--- config.mk ---
export PLATFORM = sky130hd
export DESIGN_NAME = psk_phase_gen_flat
export DESIGN_NICKNAME = d
export VERILOG_FILES = /design/src/rtl/psk_phase_gen_if.sv /design/src/rtl/psk_phase_gen.sv /design/src/flat_wrapper.sv
export SDC_FILE = /design/constraint.sdc
export NUM_CORES = 1
export LEC_CHECK = 0
export CORE_UTILIZATION = 45
export CTS_CLUSTER_SIZE = 10
export DETAILED_ROUTE_END_ITERATION = 8
export DONT_BUFFER_PORTS = 1
export PLACE_DENSITY = 0.58
export SYNTH_ARGS = -nofsm -noshare
export SYNTH_HDL_FRONTEND = slang
export SYNTH_SLANG_ARGS = --single-unit
--- constraint.sdc ---
create_clock -name M_AXIS_ACLK -period 7 [get_ports M_AXIS_ACLK]
set_input_delay 1.4 -clock M_AXIS_ACLK [delete_from_list [all_inputs] [get_ports M_AXIS_ACLK]]
set_output_delay 1.4 -clock M_AXIS_ACLK [all_outputs]
set_load 0.02 [all_outputs]
--- src/rtl/psk_phase_gen_if.sv ---
// Stream bundle for the PSK phase generator: symbol input stream and phase output stream.
// The master modport is the generator side; the slave modport is its environment.
interface psk_phase_gen_if #(
    parameter int PHASE_WIDTH = 16
);
    logic                   S_SYM_TVALID;
    logic                   S_SYM_TREADY;
    logic [2:0]             S_SYM_TDATA;
    logic                   M_AXIS_TVALID;
    logic                   M_AXIS_TREADY;
    logic [PHASE_WIDTH-1:0] M_AXIS_TDATA;

    modport master (
        input  S_SYM_TVALID, S_SYM_TDATA, M_AXIS_TREADY,
        output S_SYM_TREADY, M_AXIS_TVALID, M_AXIS_TDATA
    );

    modport slave (
        output S_SYM_TVALID, S_SYM_TDATA, M_AXIS_TREADY,
        input  S_SYM_TREADY, M_AXIS_TVALID, M_AXIS_TDATA
    );
endinterface

--- src/rtl/psk_phase_gen.sv ---
// PSK phase generator: carrier phase accumulator plus per-symbol phase offset,
// streamed as one phase word per accepted beat, fed by a one-entry symbol buffer.
module psk_phase_gen #(
    parameter int PHASE_WIDTH   = 16,
    parameter int SYM_LEN_WIDTH = 16,
    parameter int GRAY_MAP      = 0
) (
    input  logic                     M_AXIS_ACLK,
    input  logic                     M_AXIS_ARESETN,
    input  logic                     gen_en,
    input  logic [1:0]               mode,
    input  logic [PHASE_WIDTH-1:0]   phase_inc,
    input  logic [SYM_LEN_WIDTH-1:0] sym_len,
    output logic                     underrun,
    psk_phase_gen_if.master          bus
);
    typedef enum logic [1:0] {IDLE, WAIT_SYM, RUN} state_t;

    localparam logic [SYM_LEN_WIDTH-1:0] LEN_ONE = 1;

    state_t                   state, state_n;
    logic [PHASE_WIDTH-1:0]   acc, acc_n, offset, offset_n, tdata, tdata_n;
    logic [SYM_LEN_WIDTH-1:0] cnt, cnt_n, len_q, len_n;
    logic [2:0]               buf_sym, buf_sym_n;
    logic                     buf_valid, buf_valid_n;
    logic                     s_rdy, tvalid, tvalid_n, underrun_n;
    logic                     beat_hs, last_beat;

    // Mode only matters when an offset is loaded, so it is sampled there.
    function automatic logic [PHASE_WIDTH-1:0] sym_offset(input logic [1:0] md,
                                                          input logic [2:0] sym);
        logic [2:0]  g, idx;
        int unsigned sh;
        case (md)
            2'd1:    begin g = {1'b0, sym[1:0]}; sh = PHASE_WIDTH - 2; end
            2'd2:    begin g = sym;              sh = PHASE_WIDTH - 3; end
            default: begin g = {2'b00, sym[0]};  sh = PHASE_WIDTH - 1; end
        endcase
        idx = (GRAY_MAP != 0) ? {g[2], g[2] ^ g[1], g[2] ^ g[1] ^ g[0]} : g;
        return PHASE_WIDTH'(idx) << sh;
    endfunction

    assign bus.S_SYM_TREADY  = s_rdy;
    assign bus.M_AXIS_TVALID = tvalid;
    assign bus.M_AXIS_TDATA  = tdata;

    assign beat_hs   = tvalid && bus.M_AXIS_TREADY;
    assign last_beat = (len_q == '0) || (cnt == len_q - LEN_ONE);

    always_ff @(posedge M_AXIS_ACLK or negedge M_AXIS_ARESETN) begin
        if (!M_AXIS_ARESETN) state <= IDLE;
        else                 state <= state_n;
    end

    always_comb begin
        state_n     = state;
        acc_n       = acc;
        cnt_n       = cnt;
        offset_n    = offset;
        len_n       = len_q;
        buf_valid_n = buf_valid;
        buf_sym_n   = buf_sym;
        tvalid_n    = tvalid;
        tdata_n     = tdata;
        underrun_n  = 1'b0;

        if (bus.S_SYM_TVALID && s_rdy) begin
            buf_valid_n = 1'b1;
            buf_sym_n   = bus.S_SYM_TDATA;
        end

        case (state)
            IDLE: begin
                tvalid_n = 1'b0;
                if (gen_en) begin
                    state_n = WAIT_SYM;
                    acc_n   = '0;
                    cnt_n   = '0;
                end
            end
            WAIT_SYM: begin
                if (!gen_en) begin
                    state_n = IDLE;
                end else if (buf_valid) begin
                    state_n     = RUN;
                    offset_n    = sym_offset(mode, buf_sym);
                    len_n       = sym_len;
                    buf_valid_n = 1'b0;
                    tvalid_n    = 1'b1;
                    tdata_n     = acc + offset_n;
                end
            end
            RUN: begin
                if (beat_hs) begin
                    acc_n = acc + phase_inc;
                    if (!gen_en) begin
                        // Stopping beat: the buffered symbol is left for the next run.
                        state_n  = IDLE;
                        tvalid_n = 1'b0;
                    end else begin
                        if (last_beat) begin
                            cnt_n = '0;
                            if (buf_valid) begin
                                offset_n    = sym_offset(mode, buf_sym);
                                len_n       = sym_len;
                                buf_valid_n = 1'b0;
                            end else begin
                                offset_n   = '0;
                                underrun_n = 1'b1;
                            end
                        end else begin
                            cnt_n = cnt + LEN_ONE;
                        end
                        tdata_n = acc_n + offset_n;
                    end
                end
            end
            default: state_n = IDLE;
        endcase
    end

    always_ff @(posedge M_AXIS_ACLK or negedge M_AXIS_ARESETN) begin
        if (!M_AXIS_ARESETN) begin
            acc       <= '0;
            cnt       <= '0;
            offset    <= '0;
            len_q     <= '0;
            buf_valid <= 1'b0;
            buf_sym   <= '0;
            s_rdy     <= 1'b0;
            tvalid    <= 1'b0;
            tdata     <= '0;
            underrun  <= 1'b0;
        end else begin
            acc       <= acc_n;
            cnt       <= cnt_n;
            offset    <= offset_n;
            len_q     <= len_n;
            buf_valid <= buf_valid_n;
            buf_sym   <= buf_sym_n;
            s_rdy     <= !buf_valid_n;
            tvalid    <= tvalid_n;
            tdata     <= tdata_n;
            underrun  <= underrun_n;
        end
    end
endmodule

--- src/flat_wrapper.sv ---
// flat-port wrapper written by rule: the top's interface ports become plain ports
module psk_phase_gen_flat 
#(
    parameter int PHASE_WIDTH   = 16,
    parameter int SYM_LEN_WIDTH = 16,
    parameter int GRAY_MAP      = 0
)
  (M_AXIS_ACLK, M_AXIS_ARESETN, gen_en, mode, phase_inc, sym_len, underrun, bus_S_SYM_TVALID, bus_S_SYM_TDATA, bus_M_AXIS_TREADY, bus_S_SYM_TREADY, bus_M_AXIS_TVALID, bus_M_AXIS_TDATA);
  psk_phase_gen_if #(.PHASE_WIDTH(PHASE_WIDTH)) bus_i ();
  input  logic M_AXIS_ACLK;
  input  logic M_AXIS_ARESETN;
  input  logic gen_en;
  input  logic [1:0] mode;
  input  logic [PHASE_WIDTH-1:0] phase_inc;
  input  logic [SYM_LEN_WIDTH-1:0] sym_len;
  output logic underrun;
  input wire logic [$bits(bus_i.S_SYM_TVALID)-1:0] bus_S_SYM_TVALID;
  input wire logic [$bits(bus_i.S_SYM_TDATA)-1:0] bus_S_SYM_TDATA;
  input wire logic [$bits(bus_i.M_AXIS_TREADY)-1:0] bus_M_AXIS_TREADY;
  output wire logic [$bits(bus_i.S_SYM_TREADY)-1:0] bus_S_SYM_TREADY;
  output wire logic [$bits(bus_i.M_AXIS_TVALID)-1:0] bus_M_AXIS_TVALID;
  output wire logic [$bits(bus_i.M_AXIS_TDATA)-1:0] bus_M_AXIS_TDATA;
  assign bus_i.S_SYM_TVALID = bus_S_SYM_TVALID;
  assign bus_i.S_SYM_TDATA = bus_S_SYM_TDATA;
  assign bus_i.M_AXIS_TREADY = bus_M_AXIS_TREADY;
  assign bus_S_SYM_TREADY = bus_i.S_SYM_TREADY;
  assign bus_M_AXIS_TVALID = bus_i.M_AXIS_TVALID;
  assign bus_M_AXIS_TDATA = bus_i.M_AXIS_TDATA;
  psk_phase_gen #(.PHASE_WIDTH(PHASE_WIDTH), .SYM_LEN_WIDTH(SYM_LEN_WIDTH), .GRAY_MAP(GRAY_MAP)) u_core (.M_AXIS_ACLK(M_AXIS_ACLK), .M_AXIS_ARESETN(M_AXIS_ARESETN), .gen_en(gen_en), .mode(mode), .phase_inc(phase_inc), .sym_len(sym_len), .underrun(underrun), .bus(bus_i));
endmodule
==> impl_metrics.prom, run 1 <==
# TYPE chip_impl_metric gauge
chip_impl_info{name="result_of_the_run",value="finished, final reports clean"} 1
chip_impl_metric{name="hold_buffers",unit=""} 0
chip_impl_metric{name="synthArstFlopShare",unit=""} 1.00
chip_impl_metric{name="antenna_violating_nets_post_route",unit=""} 0
chip_impl_info{name="path_cells",value="inv_1 > ha_1 > nor3b_2 > mux2_2 > o22ai_1 > o22ai_1 > o41a_1 > buf_4 > and2_1 > ha_1 > a211oi_1 > nor3_1 > o311a_1 > or4_1 > and3_1 > a2111oi_0 > xnor2_1 > nor3_1 > nand3b_1"} 1
chip_impl_metric{name="initial_antenna_violation_count",unit=""} 0
chip_impl_info{name="commonest_non_fill_non_tap_cell_in_the_layout",value="sky130_fd_sc_hd__dfrtp_1"} 1
chip_impl_info{name="cts_tree",value="yes"} 1
chip_impl_metric{name="via_per_inst",unit=""} 5.65
chip_impl_info{name="yosys.area.top_type",value="sky130_fd_sc_hd__dfrtp_1"} 1
chip_impl_metric{name="first_pass_iters",unit=""} 4
chip_impl_metric{name="ys_seq_area_frac",unit=""} 0.372
chip_impl_metric{name="cp_data_arrival_time",unit="ns"} 5.78
chip_impl_info{name="clockRootBuffer",value="sky130_fd_sc_hd__clkbuf_16"} 1
chip_impl_metric{name="grt_overflow_total",unit=""} 0
chip_impl_metric{name="finalNetCount",unit=""} 722
chip_impl_metric{name="timing.final.ws_setup",unit="ns"} 1.45
chip_impl_metric{name="combined_buffer_and_inverter_count_along_the_critical_path",unit=""} 2
chip_impl_info{name="setup.worst_path.end_class",value="flop"} 1
chip_impl_metric{name="pre_cts_ws",unit="ns"} 1.20
chip_impl_metric{name="slew-limit-headroom",unit=""} 0.402
chip_impl_metric{name="gr_util_met1",unit=""} 0.275
chip_impl_metric{name="dpl-instance-area",unit="sq mm"} 0.00613
chip_impl_metric{name="die-height",unit="um"} 117
chip_impl_metric{name="mappedNetlistNets",unit=""} 731
chip_impl_metric{name="crit_path_max_fanout",unit=""} 24
chip_impl_metric{name="initial_utilization",unit=""} 0.467
chip_impl_metric{name="io_buffers",unit=""} 0
chip_impl_metric{name="grt_usage",unit=""} 0.213
chip_impl_metric{name="synth-seq-cells",unit=""} 89
chip_impl_metric{name="place_congestion",unit=""} 0.847
chip_impl_metric{name="setup-violations-final",unit=""} 0
chip_impl_metric{name="power-per-cell-area",unit="mW/mm^2"} 394
chip_impl_metric{name="dp_hpwl",unit="um"} 9930
chip_impl_metric{name="timing.setup.tns",unit="ns"} 0
chip_impl_info{name="layout_common_cells",value="sky130_fd_sc_hd__dfrtp_1, sky130_fd_sc_hd__o21ai_0, sky130_fd_sc_hd__nand2_1"} 1
chip_impl_metric{name="first_global_vias",unit=""} 4762
chip_impl_metric{name="synthDominantCellAreaShare",unit=""} 0.372
chip_impl_metric{name="synth_warnings",unit=""} 0
chip_impl_metric{name="remaining_drc_errors",unit=""} 0
chip_impl_metric{name="timing.fmax",unit="MHz"} 180
chip_impl_info{name="worst_setup_path_start_kind",value="flop"} 1
chip_impl_info{name="critPathSlowestCell",value="sky130_fd_sc_hd__nor3b_2"} 1
chip_impl_metric{name="clock_slew_seen_by_the_registers_of_the_worst_setup_and_hold_paths",unit="ns"} 0.07
chip_impl_metric{name="post_cts_buffers",unit=""} 0
chip_impl_metric{name="fill_cells",unit=""} 1209
chip_impl_info{name="min_path_type",value="flop to flop"} 1
chip_impl_metric{name="register_cell_area_after_layout",unit="sq mm"} 0.00223
chip_impl_metric{name="met2_usage",unit=""} 0.358
chip_impl_metric{name="maxSlewViolCount",unit=""} 0
chip_impl_metric{name="std_cell_rows",unit=""} 41
chip_impl_metric{name="clkSinkCount",unit=""} 89
chip_impl_metric{name="diodes",unit=""} 0
chip_impl_metric{name="netlist_area",unit="sq mm"} 0.00599
chip_impl_info{name="synthFlopType",value="sky130_fd_sc_hd__dfrtp_1"} 1
chip_impl_metric{name="multi_input_gate_area",unit="sq mm"} 0.00355
chip_impl_metric{name="clock_tree.htree_level_count",unit=""} 3
chip_impl_info{name="synth.top_cells.by_area",value="sky130_fd_sc_hd__dfrtp_1, sky130_fd_sc_hd__ha_1, sky130_fd_sc_hd__xnor2_1"} 1
chip_impl_metric{name="cts-root-to-sink-buffers",unit=""} 2
chip_impl_metric{name="final.period_utilization",unit=""} 0.793
chip_impl_metric{name="clock-skew-final",unit="ns"} 0.0108
chip_impl_metric{name="worst-slew-pin-transition",unit="ns"} 0.898
chip_impl_metric{name="synthToLayoutAreaGrowth",unit="%"} 6.87
chip_impl_metric{name="finalHoldViolations",unit=""} 0
chip_impl_metric{name="synth_edf_count",unit=""} 0
chip_impl_metric{name="dr_total_vias",unit=""} 4571
chip_impl_metric{name="gr-usage-met3",unit=""} 0.0404
chip_impl_metric{name="floorplan.core_area",unit="sq mm"} 0.0128
chip_impl_metric{name="dieWidth",unit="um"} 117
chip_impl_info{name="most_crowded_layer_gr",value="met2"} 1
chip_impl_metric{name="clkLatencyLatePin",unit="ns"} 0.35
chip_impl_metric{name="ioPinCount",unit=""} 61
chip_impl_metric{name="final_wl",unit="um"} 13600
chip_impl_metric{name="critical-path-max-stage-delay",unit="ns"} 0.50
chip_impl_metric{name="drt_first_iter_violations",unit=""} 221
chip_impl_metric{name="wl_per_cell",unit="um"} 16.9
chip_impl_metric{name="cts_made_buffers",unit=""} 9
chip_impl_metric{name="max-cap-violations",unit=""} 0
chip_impl_metric{name="static-leakage-power",unit="nW"} 2.85
chip_impl_metric{name="utilization",unit=""} 0.499
chip_impl_metric{name="final_period_minus_worst_setup_slack",unit="ns"} 5.55
chip_impl_metric{name="grt_start_max_net_pins",unit=""} 90
chip_impl_metric{name="finalHoldWorstSlack",unit="ns"} 0.488
chip_impl_metric{name="post-route-cell-area",unit="sq mm"} 0.00640
chip_impl_metric{name="yosysUniqueCellTypes",unit=""} 60
chip_impl_metric{name="worst_ir_drop_vdd",unit="mV"} 0.216
chip_impl_metric{name="worst_ep_required_time",unit="ns"} 7.23
chip_impl_info{name="grt_setup_unrepaired",value="no"} 1
chip_impl_metric{name="post_cts_resize_count",unit=""} 0
chip_impl_info{name="crit_family",value="compound AO/OA/AOI/OAI gates"} 1
chip_impl_metric{name="postSynthAreaPerCell",unit="sq um"} 9.32
chip_impl_metric{name="grt_pass1_wl",unit="um"} 23500
chip_impl_metric{name="drive_above_1_share",unit=""} 0.0659
chip_impl_info{name="worst-setup-path-type",value="flop to flop"} 1
chip_impl_metric{name="fp.dieArea",unit="sq mm"} 0.0138
chip_impl_metric{name="synthCells",unit=""} 643
-- logic make-up after synthesis --
group           synth area share
flops                      0.372
compound gates             0.177
mux                       0.0622
simple gates               0.171
xor+xnor                  0.0819
fa+ha+maj                 0.0998
buf+inv                   0.0365
-- per-layer routing --
metal | up-vias | share of wire
met5 | - | 0
met4 | 0 | 0.015
met3 | 17 | 0.032
met2 | 69 | 0.48
met1 | 2203 | 0.47
li1 | 2282 | -
-- worst paths after layout --
check	start	end	slack [ns]	depth (start not counted)
hold / removal	u_core.offset[12]$_DFFE_PN0P_	u_core.offset[12]$_DFFE_PN0P_	0.49	2
setup / recovery	u_core.len_q[0]$_DFFE_PN0P_	u_core.bus.M_AXIS_TDATA[15]$_DFFE_PN0P_	1.45	19
min in group asynchronous	M_AXIS_ARESETN	u_core.len_q[5]$_DFFE_PN0P_	0.74	0
max in group asynchronous	M_AXIS_ARESETN	u_core.acc[7]$_DFFE_PN0P_	6.14	0
setup reg to reg	u_core.len_q[0]$_DFFE_PN0P_	u_core.bus.M_AXIS_TDATA[15]$_DFFE_PN0P_	1.45	19
hold reg to reg	u_core.offset[12]$_DFFE_PN0P_	u_core.offset[12]$_DFFE_PN0P_	0.49	2
-- cell type report --
cell class | count | share of cell area
Clock buffer | 11 | 0.0395
Clock inverter | 3 | 0.00274
Tap cell | 172 | 0.0336
Inverter | 28 | 0.0164
Timing Repair Buffer | 5 | 0.00586
Multi-Input combinational cell | 501 | 0.554
Sequential cell | 89 | 0.348
-- flip-flops by register name (all words and copies together) (netlist names) --
signal / count
u_core.acc: 16
u_core.bus.M_AXIS_TDATA: 16
u_core.cnt: 16
u_core.len_q: 16
u_core.offset: 16
u_core.buf_sym: 3
u_core.state: 2
u_core.buf_valid: 1
u_core.bus.M_AXIS_TVALID: 1
u_core.bus.S_SYM_TREADY: 1
u_core.underrun: 1
-- per-stage QoR --
step	instances	total power [mW]
final	809	2.52
after global routing	809	2.74
after global placement	795	2.04
after CTS	809	2.54
after detailed placement	795	2.06
after floorplan	643	1.79
-- synth_stat cells, types with 6 or more instances --
cell                       instances
sky130_fd_sc_hd__a211oi_1          7
sky130_fd_sc_hd__a21o_1            9
sky130_fd_sc_hd__a21oi_1          27
sky130_fd_sc_hd__a22o_1           17
sky130_fd_sc_hd__and2_1           17
sky130_fd_sc_hd__and3_1           10
sky130_fd_sc_hd__clkbuf_1         16
sky130_fd_sc_hd__dfrtp_1          89
sky130_fd_sc_hd__ha_1             43
sky130_fd_sc_hd__inv_1            28
sky130_fd_sc_hd__mux2_2           14
sky130_fd_sc_hd__mux2i_1          17
sky130_fd_sc_hd__nand2_1          55
sky130_fd_sc_hd__nand2b_1          6
sky130_fd_sc_hd__nand3_1          15
sky130_fd_sc_hd__nor2_1           30
sky130_fd_sc_hd__nor2b_1          14
sky130_fd_sc_hd__nor3_1           16
sky130_fd_sc_hd__nor4_1            7
sky130_fd_sc_hd__o21ai_0          61
sky130_fd_sc_hd__or3_1             7
sky130_fd_sc_hd__xnor2_1          38
sky130_fd_sc_hd__xor2_1           18
-- report_power, final --
group | switching (mW) | internal, mW
Sequential | 0.218 | 0.664
Combinational | 0.661 | 0.518
Clock | 0.205 | 0.255
Total | 1.08 | 1.44
-- tightest hold or removal path, delay by kind of cell (launching register included) --
kind             cells  cell delay (ns)
flip-flops           1             0.35
AO/OA/AOI/OAI        1             0.06
AND/OR/NAND/NOR      1             0.05
No activity file was read; power rests on OpenSTA's default activity.
==> run 2: changes to the inputs <==
==> constraint.sdc (replaced) <==
create_clock -name M_AXIS_ACLK -period 5.5 [get_ports M_AXIS_ACLK]
set_input_delay 1.1 -clock M_AXIS_ACLK [delete_from_list [all_inputs] [get_ports M_AXIS_ACLK]]
set_output_delay 1.1 -clock M_AXIS_ACLK [all_outputs]
set_load 0.02 [all_outputs]
==> impl_metrics.prom, run 2 (synthesis gave the netlist of run 1 again) <==
# TYPE chip_impl_metric gauge
chip_impl_info{name="result_of_the_run",value="finished, final reports clean"} 1
chip_impl_metric{name="wl_per_cell",unit="um"} 16.7
chip_impl_metric{name="register_cell_area_after_layout",unit="sq mm"} 0.00223
chip_impl_metric{name="maxSlewViolCount",unit=""} 0
chip_impl_metric{name="finalHoldViolations",unit=""} 0
chip_impl_metric{name="fp.dieArea",unit="sq mm"} 0.0138
chip_impl_metric{name="worst_ep_required_time",unit="ns"} 5.73
chip_impl_metric{name="initial_antenna_violation_count",unit=""} 0
chip_impl_metric{name="combined_buffer_and_inverter_count_along_the_critical_path",unit=""} 1
chip_impl_metric{name="final_period_minus_worst_setup_slack",unit="ns"} 5.17
chip_impl_metric{name="grt_overflow_total",unit=""} 0
chip_impl_metric{name="final.period_utilization",unit=""} 0.940
chip_impl_info{name="path_cells",value="or4_4 > or3_1 > a211oi_1 > o22ai_1 > o41a_1 > buf_4 > and2_1 > ha_1 > o21ai_0 > nor2_1 > o311a_1 > or4_1 > and3_1 > a2111oi_2 > xnor2_1 > nor3_1 > nand3b_1"} 1
chip_impl_info{name="r2r_end",value="u_core.bus.M_AXIS_TDATA[15]$_DFFE_PN0P_"} 1
chip_impl_metric{name="clkLatencyLatePin",unit="ns"} 0.35
chip_impl_info{name="cts_tree",value="yes"} 1
chip_impl_info{name="worst-setup-path-type",value="flop to flop"} 1
chip_impl_metric{name="synthToLayoutAreaGrowth",unit="%"} 8.17
chip_impl_info{name="critPathSlowestCell",value="sky130_fd_sc_hd__or4_4"} 1
chip_impl_metric{name="worst-r2r-setup-slack",unit="ns"} 0.33
chip_impl_metric{name="cts_made_buffers",unit=""} 9
chip_impl_metric{name="std_cell_rows",unit=""} 41
chip_impl_info{name="crit_family",value="simple AND/OR/NAND/NOR gates"} 1
chip_impl_info{name="min_path_type",value="input port to asynchronous set/reset pin"} 1
chip_impl_info{name="commonest_non_fill_non_tap_cell_in_the_layout",value="sky130_fd_sc_hd__dfrtp_1"} 1
chip_impl_metric{name="power-per-cell-area",unit="mW/mm^2"} 508
chip_impl_metric{name="grt_start_max_net_pins",unit=""} 90
chip_impl_metric{name="crit_path_max_fanout",unit=""} 8
chip_impl_metric{name="critical-path-max-stage-delay",unit="ns"} 0.58
chip_impl_metric{name="dieWidth",unit="um"} 117
chip_impl_metric{name="cp_data_arrival_time",unit="ns"} 5.40
chip_impl_metric{name="via_per_inst",unit=""} 5.64
chip_impl_metric{name="clock_tree.htree_level_count",unit=""} 3
chip_impl_metric{name="max-cap-violations",unit=""} 0
chip_impl_metric{name="dp_cells",unit=""} 802
chip_impl_info{name="layout_common_cells",value="sky130_fd_sc_hd__dfrtp_1, sky130_fd_sc_hd__o21ai_0, sky130_fd_sc_hd__nand2_1"} 1
chip_impl_metric{name="clkSinkCount",unit=""} 89
chip_impl_metric{name="finalHoldWorstSlack",unit="ns"} 0.444
chip_impl_info{name="setup.worst_path.end_class",value="flop"} 1
chip_impl_metric{name="static-leakage-power",unit="nW"} 2.89
chip_impl_metric{name="first_pass_iters",unit=""} 4
chip_impl_metric{name="timing.fmax",unit="MHz"} 193
chip_impl_metric{name="layout.cells.non_filler",unit=""} 817
chip_impl_metric{name="drive_above_1_share",unit=""} 0.0744
chip_impl_metric{name="antenna_violating_nets_post_route",unit=""} 0
chip_impl_metric{name="post_cts_buffers",unit=""} 0
chip_impl_metric{name="setup-violations-final",unit=""} 0
chip_impl_metric{name="fill_cells",unit=""} 1226
chip_impl_metric{name="post-route-cell-area",unit="sq mm"} 0.00648
chip_impl_metric{name="worst_ir_drop_vdd",unit="mV"} 0.225
chip_impl_info{name="worstReg2RegStart",value="u_core.len_q[0]$_DFFE_PN0P_"} 1
chip_impl_metric{name="clock-skew-final",unit="ns"} 0.00850
chip_impl_metric{name="ioPinCount",unit=""} 61
chip_impl_info{name="grt_setup_unrepaired",value="no"} 1
chip_impl_metric{name="dpl-instance-area",unit="sq mm"} 0.00618
chip_impl_metric{name="final_wl",unit="um"} 13700
chip_impl_metric{name="timing.setup.tns",unit="ns"} 0
chip_impl_metric{name="worst-slew-pin-transition",unit="ns"} 1.01
chip_impl_metric{name="grt_pass1_wl",unit="um"} 23200
chip_impl_metric{name="cts-root-to-sink-buffers",unit=""} 2
chip_impl_metric{name="dp_hpwl",unit="um"} 10000
chip_impl_metric{name="die-height",unit="um"} 117
chip_impl_metric{name="dr_total_vias",unit=""} 4604
chip_impl_metric{name="drt_first_iter_violations",unit=""} 189
chip_impl_metric{name="clock_slew_seen_by_the_registers_of_the_worst_setup_and_hold_paths",unit="ns"} 0.06
chip_impl_metric{name="diodes",unit=""} 0
chip_impl_metric{name="initial_utilization",unit=""} 0.467
chip_impl_info{name="clockRootBuffer",value="sky130_fd_sc_hd__clkbuf_16"} 1
chip_impl_metric{name="timing.reg2reg.worst_path_depth",unit=""} 17
chip_impl_metric{name="cp.depth",unit=""} 17
chip_impl_metric{name="slew-limit-headroom",unit=""} 0.327
chip_impl_metric{name="floorplan.core_area",unit="sq mm"} 0.0128
chip_impl_metric{name="hold_buffers",unit=""} 0
chip_impl_info{name="worst_setup_path_start_kind",value="flop"} 1
chip_impl_metric{name="first_global_vias",unit=""} 4633
chip_impl_metric{name="io_buffers",unit=""} 0
chip_impl_metric{name="grt_usage",unit=""} 0.211
chip_impl_metric{name="post_cts_resize_count",unit=""} 0
chip_impl_metric{name="finalNetCount",unit=""} 729
chip_impl_metric{name="multi_input_gate_area",unit="sq mm"} 0.00355
chip_impl_metric{name="place_congestion",unit=""} 0.891
chip_impl_metric{name="remaining_drc_errors",unit=""} 0
[run 2: worst max path at each step]
stage | end | from | slack, ns
final | u_core.bus.M_AXIS_TDATA[15]$_DFFE_PN0P_ | u_core.len_q[0]$_DFFE_PN0P_ | 0.33
after global routing | u_core.bus.M_AXIS_TDATA[15]$_DFFE_PN0P_ | u_core.len_q[0]$_DFFE_PN0P_ | 0.05
after CTS | u_core.bus.M_AXIS_TDATA[15]$_DFFE_PN0P_ | u_core.len_q[0]$_DFFE_PN0P_ | 0.26
after detailed placement | u_core.bus.M_AXIS_TDATA[15]$_DFFE_PN0P_ | phase_inc[0] | 0.13
after global placement | u_core.bus.M_AXIS_TDATA[15]$_DFFE_PN0P_ | phase_inc[0] | 0.18
after floorplan | u_core.bus.M_AXIS_TDATA[15]$_DFFE_PN0P_ | u_core.len_q[8]$_DFFE_PN0P_ | 0.23
[run 2: metal layers]
layer / track usage / wire [um] / vias to the layer above
met5: 0 / 0 / -
met4: 0.0536 / 131 / 0
met3: 0.0491 / 586 / 14
met2: 0.355 / 6590 / 75
met1: 0.270 / 6350 / 2221
li1: - / - / 2294
[run 2: power by group]
group	switching [mW]	total, mW	internal, mW
clock	0.257	0.620	0.364
combinational	0.883	1.58	0.693
sequential	0.251	1.10	0.845
[run 2: stage by stage]
step | power [mW] | setup WS, ns | util
2_1_floorplan | 2.28 | 0.234 | -
3_3_place_gp | 2.64 | 0.181 | 0.482
3_5_place_dp | 2.67 | 0.127 | 0.482
4_1_cts | 3.31 | 0.260 | 0.505
5_1_grt | 3.55 | 0.0501 | 0.505
6_report | 3.29 | 0.330 | 0.505
[run 2: final cells by class]
type                    count  share of cell area
inverters                  28              0.0162
repair buffers             12              0.0139
clock buffers              13              0.0386
well taps                 172              0.0332
clock inverters             2             0.00599
multi-input cells         501               0.548
flip-flops and latches     89               0.344
==> run 3: changes to the inputs <==
--- a/config.mk
+++ b/config.mk
@@ -10,6 +10,7 @@
 export DETAILED_ROUTE_END_ITERATION = 8
 export DONT_BUFFER_PORTS = 1
 export PLACE_DENSITY = 0.58
+export REMOVE_ABC_BUFFERS = 1
 export SYNTH_ARGS = -nofsm -noshare
 export SYNTH_HDL_FRONTEND = slang
 export SYNTH_SLANG_ARGS = --single-unit
==> impl_metrics.prom, run 3 (synthesis gave the netlist of run 1 again) <==
# TYPE chip_impl_metric gauge
chip_impl_metric{name="post_cts_buffers",unit=""} 0
chip_impl_metric{name="worst-r2r-setup-slack",unit="ns"} 0.33
chip_impl_info{name="setup.worst_path.end_class",value="flop"} 1
chip_impl_metric{name="grt_pass1_wl",unit="um"} 23100
chip_impl_metric{name="met2_usage",unit=""} 0.330
chip_impl_metric{name="gr-usage-met3",unit=""} 0.0355
chip_impl_metric{name="clkLatencyLatePin",unit="ns"} 0.36
chip_impl_info{name="min_path_type",value="input port to asynchronous set/reset pin"} 1
chip_impl_metric{name="drt_first_iter_violations",unit=""} 250
chip_impl_metric{name="fill_cells",unit=""} 1217
chip_impl_metric{name="clkSinkCount",unit=""} 89
chip_impl_metric{name="critical-path-max-stage-delay",unit="ns"} 0.60
chip_impl_metric{name="cellInternalPower",unit="mW"} 1.96
chip_impl_info{name="clockRootBuffer",value="sky130_fd_sc_hd__clkbuf_16"} 1
chip_impl_metric{name="gr_util_met1",unit=""} 0.283
chip_impl_metric{name="layout.cells.non_filler",unit=""} 821
chip_impl_metric{name="grt_start_max_net_pins",unit=""} 90
chip_impl_metric{name="cp_data_arrival_time",unit="ns"} 5.41
chip_impl_metric{name="swShare",unit=""} 0.421
chip_impl_metric{name="finalHoldViolations",unit=""} 0
chip_impl_metric{name="power.sequential.fraction",unit=""} 0.319
chip_impl_metric{name="switching_power",unit="mW"} 1.43
chip_impl_metric{name="grt_usage",unit=""} 0.210
chip_impl_metric{name="diodes",unit=""} 0
chip_impl_metric{name="final.period_utilization",unit=""} 0.940
chip_impl_metric{name="static-leakage-power",unit="nW"} 2.93
chip_impl_metric{name="antenna_violating_nets_post_route",unit=""} 0
chip_impl_metric{name="cts_made_buffers",unit=""} 9
chip_impl_metric{name="io_buffers",unit=""} 0
chip_impl_info{name="worst_setup_path_start_kind",value="flop"} 1
chip_impl_metric{name="dp_hpwl",unit="um"} 10100
chip_impl_metric{name="final_period_minus_worst_setup_slack",unit="ns"} 5.17
chip_impl_metric{name="power-per-cell-area",unit="mW/mm^2"} 517
chip_impl_metric{name="p_comb_frac",unit=""} 0.480
chip_impl_info{name="worst-setup-path-type",value="flop to flop"} 1
chip_impl_metric{name="clock-skew-final",unit="ns"} 0.00849
chip_impl_metric{name="setup-violations-final",unit=""} 0
chip_impl_metric{name="fp.dieArea",unit="sq mm"} 0.0138
chip_impl_metric{name="synthToLayoutAreaGrowth",unit="%"} 9.44
chip_impl_metric{name="timing.fmax",unit="MHz"} 193
chip_impl_metric{name="drive_above_1_share",unit=""} 0.0878
chip_impl_info{name="commonest_non_fill_non_tap_cell_in_the_layout",value="sky130_fd_sc_hd__dfrtp_1"} 1
chip_impl_metric{name="finalNetCount",unit=""} 732
chip_impl_metric{name="clock_tree.htree_level_count",unit=""} 3
chip_impl_info{name="layout_common_cells",value="sky130_fd_sc_hd__dfrtp_1, sky130_fd_sc_hd__o21ai_0, sky130_fd_sc_hd__nand2_1"} 1
chip_impl_metric{name="die-height",unit="um"} 117
chip_impl_metric{name="std_cell_rows",unit=""} 41
chip_impl_metric{name="first_pass_iters",unit=""} 4
chip_impl_metric{name="max-cap-violations",unit=""} 0
chip_impl_metric{name="wl_per_cell",unit="um"} 16.6
chip_impl_metric{name="dieWidth",unit="um"} 117
chip_impl_metric{name="clock_slew_seen_by_the_registers_of_the_worst_setup_and_hold_paths",unit="ns"} 0.07
chip_impl_metric{name="crit_path_max_fanout",unit=""} 18
chip_impl_info{name="result_of_the_run",value="finished, final reports clean"} 1
chip_impl_metric{name="worst_ir_drop_vdd",unit="mV"} 0.217
chip_impl_metric{name="power_frac_clock",unit=""} 0.201
chip_impl_info{name="cp_common_cell",value="sky130_fd_sc_hd__or3_1"} 1
chip_impl_metric{name="initial_antenna_violation_count",unit=""} 0
chip_impl_metric{name="floorplan.core_area",unit="sq mm"} 0.0128
chip_impl_metric{name="grt_overflow_total",unit=""} 0
chip_impl_metric{name="via_per_inst",unit=""} 5.64
chip_impl_metric{name="slew-limit-headroom",unit=""} 0.312
chip_impl_info{name="critPathSlowestCell",value="sky130_fd_sc_hd__or4_4"} 1
chip_impl_metric{name="timing.setup.tns",unit="ns"} 0
chip_impl_metric{name="remaining_drc_errors",unit=""} 0
chip_impl_info{name="most_crowded_layer_gr",value="met2"} 1
chip_impl_metric{name="place_congestion",unit=""} 0.856
chip_impl_info{name="cts_tree",value="yes"} 1
chip_impl_metric{name="ioPinCount",unit=""} 61
chip_impl_metric{name="dr_total_vias",unit=""} 4628
chip_impl_metric{name="cts-root-to-sink-buffers",unit=""} 2
chip_impl_metric{name="worst-slew-pin-transition",unit="ns"} 1.03
chip_impl_metric{name="maxSlewViolCount",unit=""} 0
chip_impl_info{name="path_cells",value="or4_4 > or3_1 > a211oi_2 > o22ai_1 > o41a_1 > buf_4 > and2_1 > ha_1 > or3_1 > o311a_1 > or4_1 > and3_1 > a2111oi_2 > xnor2_1 > nor3_1 > nand3b_1"} 1
chip_impl_metric{name="initial_utilization",unit=""} 0.467
chip_impl_metric{name="first_global_vias",unit=""} 4609
chip_impl_info{name="grt_setup_unrepaired",value="no"} 1
chip_impl_metric{name="worst_ep_required_time",unit="ns"} 5.74
chip_impl_metric{name="dp_cells",unit=""} 805
chip_impl_metric{name="final_wl",unit="um"} 13700
run 3: cell count changes in the layout (fill, tap and decap cells not counted), moves of 2 or more:
cell / delta
sky130_fd_sc_hd__buf_4: +3
sky130_fd_sc_hd__clkbuf_1: -3
sky130_fd_sc_hd__a211oi_1: -2
sky130_fd_sc_hd__a211oi_2: +2
sky130_fd_sc_hd__clkinvlp_4: +2
sky130_fd_sc_hd__inv_6: +2
run 3: worst paths after layout:
path                                               startpoint                                      end  depth (start not counted)
worst max-delay path              u_core.len_q[0]$_DFFE_PN0P_  u_core.bus.M_AXIS_TDATA[15]$_DFFE_PN0P_                         16
worst min register to register  u_core.offset[14]$_DFFE_PN0P_            u_core.offset[14]$_DFFE_PN0P_                          2
worst max register to register    u_core.len_q[0]$_DFFE_PN0P_  u_core.bus.M_AXIS_TDATA[15]$_DFFE_PN0P_                         16
worst min-delay path                           M_AXIS_ARESETN             u_core.len_q[11]$_DFFE_PN0P_                          0
max in group asynchronous                      M_AXIS_ARESETN               u_core.acc[11]$_DFFE_PN0P_                          0
min in group M_AXIS_ACLK        u_core.offset[14]$_DFFE_PN0P_            u_core.offset[14]$_DFFE_PN0P_                          2
run 3: area by class of cell:
cell class	instances	area, sq um	area share
repair buffers	15	113	0.0172
multi-input cells	501	3570	0.544
well taps	172	215	0.0328
clock inverters	7	101	0.0155
inverters	28	105	0.0160
clock buffers	9	225	0.0344
flip-flops and latches	89	2230	0.340
run 3: per-layer routing:
| metal | wire (um) | share of wire | vias up |
|---|---|---|---|
| met3 | 399 | 0.029 | 17 |
| li1 | - | - | 2305 |
| met4 | 286 | 0.021 | 0 |
| met1 | 6620 | 0.48 | 2231 |
| met2 | 6360 | 0.47 | 75 |
| met5 | 0 | 0 | - |
run 3: power by group through the flow:
stage / Combinational [mW] / Clock [mW] / Sequential (mW)
final: 1.63 / 0.682 / 1.08
after global routing: 1.82 / 0.732 / 1.11
after CTS: 1.62 / 0.701 / 1.08
after detailed placement: 1.61 / 0 / 1.09
after global placement: 1.57 / 0 / 1.08
after floorplan: 1.20 / 0 / 1.06
run 3: metrics by stage:
stage               utilization  power [mW]  area [sq um]  hold slack (ns)  worst slack (ns)
finish                    0.511        3.39          6560            0.433             0.329
global route              0.511        3.66          6560            0.413            0.0342
CTS                       0.509        3.39          6530            0.417            0.0995
detailed placement        0.484        2.70          6210            0.478            0.0529
global placement          0.484        2.66          6210            0.462             0.117
floorplan                     -        2.25          5880            0.444             0.355
run 3: critical path, delay by kind of cell, from the launching register on:
family	cells	cell delay (ns)
adders and majority gates	1	0.23
AOI/OAI and AO/OA	5	1.58
DFF	1	0.44
xor gates and xnor gates	1	0.20
buffers and inverters	1	0.25
and+or+nand+nor	8	2.36
run 3: repair_timing:
action                                  4_1_cts  5_1_grt
endpoints found under the setup margin        0        1
hold buffers                                  0        0
resized for setup                             0        5
